**src/rtl/seg7_reader.sv**
```systemverilog
// Reads back active-low 7-segment buses into packed BCD frames.
// A frame is scanned only after the bus has settled and differs from the last one.
module seg7_reader #(
    parameter int NUM_DIGITS    = 6,
    parameter int STABLE_CYCLES = 4
) (
    input  logic                    clk,
    input  logic                    rst_n,
    input  logic [8*NUM_DIGITS-1:0] hex_in,
    input  logic                    out_ready,
    output logic                    out_valid,
    output logic [4*NUM_DIGITS-1:0] out_bcd,
    output logic [NUM_DIGITS-1:0]   out_err,
    output logic [NUM_DIGITS-1:0]   out_dp
);

    localparam int CNT_W = $clog2(STABLE_CYCLES + 1);
    localparam int IDX_W = (NUM_DIGITS > 1) ? $clog2(NUM_DIGITS) : 1;
    localparam logic [CNT_W-1:0] CNT_MAX  = CNT_W'(STABLE_CYCLES);
    localparam logic [IDX_W-1:0] IDX_LAST = IDX_W'(NUM_DIGITS - 1);

    typedef enum logic [1:0] {
        S_WAIT,
        S_SCAN,
        S_PRESENT
    } state_t;

    state_t                    r_state;
    state_t                    w_next;
    logic [8*NUM_DIGITS-1:0]   r_hex_q;
    logic [8*NUM_DIGITS-1:0]   r_last;
    logic [CNT_W-1:0]          r_cnt;
    logic                      r_have;
    logic [IDX_W-1:0]          r_idx;
    logic [4*NUM_DIGITS-1:0]   r_sh_bcd;
    logic [NUM_DIGITS-1:0]     r_sh_err;
    logic [NUM_DIGITS-1:0]     r_sh_dp;
    logic [4*NUM_DIGITS-1:0]   r_bcd;
    logic [NUM_DIGITS-1:0]     r_err;
    logic [NUM_DIGITS-1:0]     r_dp;

    logic                      w_changed;
    logic                      w_stable;
    logic [7:0]                w_seg;
    logic [3:0]                w_dig;
    logic                      w_derr;
    logic [4*NUM_DIGITS-1:0]   w_bcd_n;
    logic [NUM_DIGITS-1:0]     w_err_n;
    logic [NUM_DIGITS-1:0]     w_dp_n;

    assign w_changed = (hex_in != r_hex_q);
    assign w_stable  = (r_cnt == CNT_MAX);
    assign w_seg     = r_hex_q[8*r_idx +: 8];

    always_comb begin
        w_dig  = 4'hF;
        w_derr = 1'b0;
        case (w_seg[6:0])
            7'h40:   w_dig = 4'd0;
            7'h79:   w_dig = 4'd1;
            7'h24:   w_dig = 4'd2;
            7'h30:   w_dig = 4'd3;
            7'h19:   w_dig = 4'd4;
            7'h12:   w_dig = 4'd5;
            7'h02:   w_dig = 4'd6;
            7'h78:   w_dig = 4'd7;
            7'h00:   w_dig = 4'd8;
            7'h10:   w_dig = 4'd9;
            7'h7F:   w_dig = 4'hF;
            default: w_derr = 1'b1;
        endcase
    end

    // Shadow with the digit under the scan pointer merged in.
    always_comb begin
        w_bcd_n               = r_sh_bcd;
        w_err_n               = r_sh_err;
        w_dp_n                = r_sh_dp;
        w_bcd_n[4*r_idx +: 4] = w_dig;
        w_err_n[r_idx]        = w_derr;
        w_dp_n[r_idx]         = ~w_seg[7];
    end

    always_ff @(posedge clk or negedge rst_n) begin
        if (!rst_n) begin
            r_state <= S_WAIT;
        end else begin
            r_state <= w_next;
        end
    end

    always_comb begin
        w_next = r_state;
        unique case (r_state)
            S_WAIT: begin
                if (w_stable && (!r_have || r_hex_q != r_last))
                    w_next = S_SCAN;
            end
            S_SCAN: begin
                if (w_changed)
                    w_next = S_WAIT;
                else if (r_idx == IDX_LAST)
                    w_next = S_PRESENT;
            end
            S_PRESENT: begin
                if (out_ready)
                    w_next = S_WAIT;
            end
            default: w_next = S_WAIT;
        endcase
    end

    always_ff @(posedge clk or negedge rst_n) begin
        if (!rst_n) begin
            r_hex_q  <= '1;
            r_cnt    <= '0;
            r_have   <= 1'b0;
            r_last   <= '0;
            r_idx    <= '0;
            r_sh_bcd <= '0;
            r_sh_err <= '0;
            r_sh_dp  <= '0;
            r_bcd    <= '0;
            r_err    <= '0;
            r_dp     <= '0;
        end else begin
            r_hex_q <= hex_in;
            if (w_changed)
                r_cnt <= '0;
            else if (!w_stable)
                r_cnt <= r_cnt + 1'b1;

            if (r_state == S_WAIT)
                r_idx <= '0;

            if (r_state == S_SCAN && !w_changed) begin
                r_sh_bcd <= w_bcd_n;
                r_sh_err <= w_err_n;
                r_sh_dp  <= w_dp_n;
                if (r_idx == IDX_LAST) begin
                    r_bcd  <= w_bcd_n;
                    r_err  <= w_err_n;
                    r_dp   <= w_dp_n;
                    r_last <= r_hex_q;
                    r_have <= 1'b1;
                end else begin
                    r_idx <= r_idx + 1'b1;
                end
            end
        end
    end

    always_comb begin
        out_valid = (r_state == S_PRESENT);
        out_bcd   = r_bcd;
        out_err   = r_err;
        out_dp    = r_dp;
    end

endmodule

```
**config.mk**
```make
export PLATFORM = sky130hd
export DESIGN_NAME = seg7_reader
export DESIGN_NICKNAME = d
export VERILOG_FILES = /design/src/rtl/seg7_reader.sv
export SDC_FILE = /design/constraint.sdc
export NUM_CORES = 1
export LEC_CHECK = 0
export ABC_AREA = 1
export CELL_PAD_IN_SITES_DETAIL_PLACEMENT = 0
export CELL_PAD_IN_SITES_GLOBAL_PLACEMENT = 1
export CORE_UTILIZATION = 41
export CTS_CLUSTER_SIZE = 24
export DETAILED_ROUTE_END_ITERATION = 10
export PLACE_DENSITY = 0.82
export SLEW_MARGIN = 10
export SYNTH_ARGS = -nofsm -noshare
export SYNTH_HDL_FRONTEND = slang
export SYNTH_SLANG_ARGS = --single-unit
```
**constraint.sdc**
```tcl
create_clock -name clk -period 7.2 [get_ports clk]
set_clock_uncertainty 0.15 [all_clocks]
set_input_delay 0.72 -clock clk [delete_from_list [all_inputs] [get_ports clk]]
set_output_delay 0.72 -clock clk [all_outputs]
set_load 0.03 [all_outputs]
```
==> impl_metrics.json <==
{
  "status": "complete, no violations",
  "drc": 0,
  "fmax_mhz": 290,
  "switchingPower_uw": 478,
  "synth_ff_type": "dfrtp_1",
  "via_per_inst": 4.94,
  "power.internal_uw": 1600,
  "cts-resized-gates": 0,
  "worst_ep_required_time_ps": 7350,
  "maxCapViolCount": 0,
  "syn_area_sq_mm": 0.00869,
  "pwr-share-clk": 0.438,
  "hp-class": "primary input to asynchronous set/reset pin",
  "insertion_delay_ps": 430,
  "yosysWarningCount": 0,
  "p_sw_frac": 0.230,
  "gp_congestion": 0.851,
  "grt_pass1_vias": 6750,
  "cts_made_buffers": 17,
  "synth_edf_count": 0,
  "leakage_uw": 0.00494,
  "reg2reg_setup_slack_ps": 3750,
  "cts_max_path_buffers": 2,
  "die_h_um": 148,
  "r2r_end": "r_sh_bcd[17]$_DFFE_PN0P_",
  "rr_worst_depth": 11,
  "syn_nets": 1100,
  "clockRootBuffer": "clkbuf_16",
  "nFillCells": 1991,
  "rsz0062_at_grt": "false",
  "grt_pass1_wl_um": 35400,
  "drtIter0Drc": 470,
  "drt_wl_total_um": 21300,
  "tightest_slew_ps": 1110,
  "cts_setup_buffers": 0,
  "max_stage_delay_ps": 930,
  "drive_above_1_share": 0.110,
  "startpoint_type": "flip-flop",
  "final_nets": 1178,
  "clock_sinks": 177,
  "h-tree-depth": 4,
  "ys_top_cells_by_area": "dfrtp_1 37%, nand2_1 15%, dfstp_2 15%, xnor2_1 4.7%, nand3_1 4.6%",
  "setup_ws_ps": 3750,
  "antenna_found_initial": 0,
  "grt-ovfl-total": 0,
  "syn_inst": 1041,
  "slew_violations": 0,
  "endpoint_kind": "flip-flop",
  "area_delta_synth_final_pct": 19.2,
  "cts_tree": "yes",
  "finalPower_uw": 2080,
  "maxSlewHeadroom": 0.253,
  "power.share.sequential": 0.501,
  "synth_common_cells": "340 x nand2_1, 129 x dfrtp_1, 99 x inv_1",
  "rows": 52,
  "r2r-start": "r_idx[0]$_DFF_PN0_",
  "cpMaxStageDelayCell": "nor4_1",
  "p_comb_frac": 0.060,
  "tns_ps": 0,
  "ir_drop_mv": 0.131,
  "start_util": 0.424,
  "ant_nets": 0,
  "grtUsageTotal": 0.209,
  "cp.arrival_ps": 3590,
  "utilization": 0.505,
  "critPathMaxFanout": 32,
  "cp-endpoint": "r_sh_bcd[17]$_DFFE_PN0P_",
  "die_area_sq_mm": 0.0218,
  "vias": 6929,
  "async_flop_share": 1.00,
  "power_density_mw_per_mm2": 200,
  "hpwl_um": 14900,
  "die_w_um": 148,
  "final-hold-violation-count": 0,
  "dp_slack_ps": 3330,
  "synth.distinct_cells": 36,
  "cp-startpoint": "r_idx[0]$_DFF_PN0_",
  "clk_pin_slew_ps": 70,
  "core_sq_mm": 0.0205,
  "numPortBuffers": 87,
  "yosysMostFrequentCell": "nand2_1",
  "yosysTopAreaCell": "dfrtp_1",
  "crit_type": "flip-flop to flip-flop",
  "dr.pass1.iters": 5,
  "avgRoutedWirePerCell_um": 15.2,
  "finalCriticalPeriod_ps": 3450,
  "min_period_over_period": 0.479,
  "ctsHoldBuffers": 0,
  "ys_ff_latch": 177,
  "grt_max_degree": 99,
  "boundaryPins": 88,
  "setup_viol": 0,
  "cp_cell_sequence": "buf_4, inv_2, ha_1, ha_1, inv_1, nor4_1, inv_1, nor2_1, a21oi_1, nand2_1, o21ai_0",
  "synth_area_per_cell_sq_um": 8.34,
  "n_antenna_cell": 0,
  "hold_ws_ps": 226,
  "ys_seq_area_frac": 0.517,
  "synth.top_cell.area_share": 0.372
}
==> per-stage QoR <==
stage	cell area [sq um]	std cells
finish	10400	1402
global route	10400	1402
global placement	9770	1370
CTS	10400	1402
floorplan	8690	1041
detailed placement	9770	1370
==> critical path, delay by kind of cell (launching register included) <==
family                     cells  cell delay [ps]
DFF                            1              340
buffers and inverters          4              910
AOI/OAI and AO/OA              2              140
adders and majority gates      2              640
and+or+nand+nor                3             1120
==> cells in the final DEF, fill, tap and decap left out, types with 2 or more instances in the layout <==
cell type        netlist  final
a221oi_1               7      7
and2_1                 2      2
buf_4                  4      6
clkbuf_1              15      3
clkbuf_16              0     19
clkbuf_8               0      4
clkdlybuf4s50_1        0     86
clkinv_2               0      2
clkinv_4               0      2
clkinvlp_4             0      2
dfrtp_1              129    129
dfstp_2               48     48
ha_1                   8      8
inv_1                 99     99
inv_2                  4      4
nand2_1              340    340
nand2_2                4      4
nand3_1               80     80
nand4_1               24     24
nor2_1                42     42
nor2_2                 5      4
nor2_4                 3      4
nor3_1                 7      7
nor4_1                 8      8
o2111ai_1              4      4
o21a_1                 2      2
o21ai_0               67     67
o21ai_1               18     18
o21bai_1               2      2
o22ai_1               11     11
or2_2                 24     24
xnor2_1               47     47
xor2_1                16     16
==> routing by layer <==
layer	track usage	wire length (um)	vias to the layer above
met3	0.0318	948	22
met5	0	0	-
met4	0.0675	365	0
met1	0.317	11000	3238
li1	-	-	3496
met2	0.306	8990	173
==> state kept, by name (all words and copies together), names as in the netlist <==
signal / count
out_bcd: 24
out_dp: 6
out_err: 6
r_cnt: 3
r_have: 1
r_hex_q: 48
r_idx: 3
r_last: 48
r_sh_bcd: 24
r_sh_dp: 6
r_sh_err: 6
r_state: 2
==> layout make-up <==
| cell class | count | area, sq um | area share |
|---|---|---|---|
| clock buffer | 26 | 542 | 0.0523 |
| timing repair buffer | 93 | 917 | 0.0885 |
| tap | 270 | 338 | 0.0326 |
| inverter | 104 | 390 | 0.0377 |
| sequential | 177 | 4490 | 0.433 |
| clock inverter | 6 | 42.5 | 0.00411 |
| multi-input combinational | 726 | 3640 | 0.351 |
==> logic make-up after synthesis <==
kind of cell | synth area share
AND/OR/NAND/NOR | 0.269
flip-flops | 0.517
buffers and inverters | 0.0648
AO/OA/AOI/OAI | 0.0746
XOR/XNOR | 0.0635
adder cells (fa/ha/maj) | 0.0115
==> power by group through the flow <==
stage	Sequential, uW	Combinational [uW]	Clock (uW)
CTS	1040	128	929
global placement	1060	126	0
detailed placement	1060	127	0
floorplan	1050	57.5	0
finish	1040	125	910
global route	1040	141	970
==> worst min path at each step <==
stage / from / end / slack (ps) / cells past startpoint
floorplan: rst_n / out_bcd[0]$_DFFE_PN0P_ / 270 / 0
global placement: r_have$_DFFE_PN0P_ / r_have$_DFFE_PN0P_ / 300 / 1
detailed placement: r_have$_DFFE_PN0P_ / r_have$_DFFE_PN0P_ / 300 / 1
CTS: rst_n / r_last[43]$_DFFE_PN0P_ / 290 / 1
global route: rst_n / r_last[43]$_DFFE_PN0P_ / 300 / 1
finish: rst_n / r_last[43]$_DFFE_PN0P_ / 230 / 1
No activity file was read; power rests on OpenSTA's default activity.
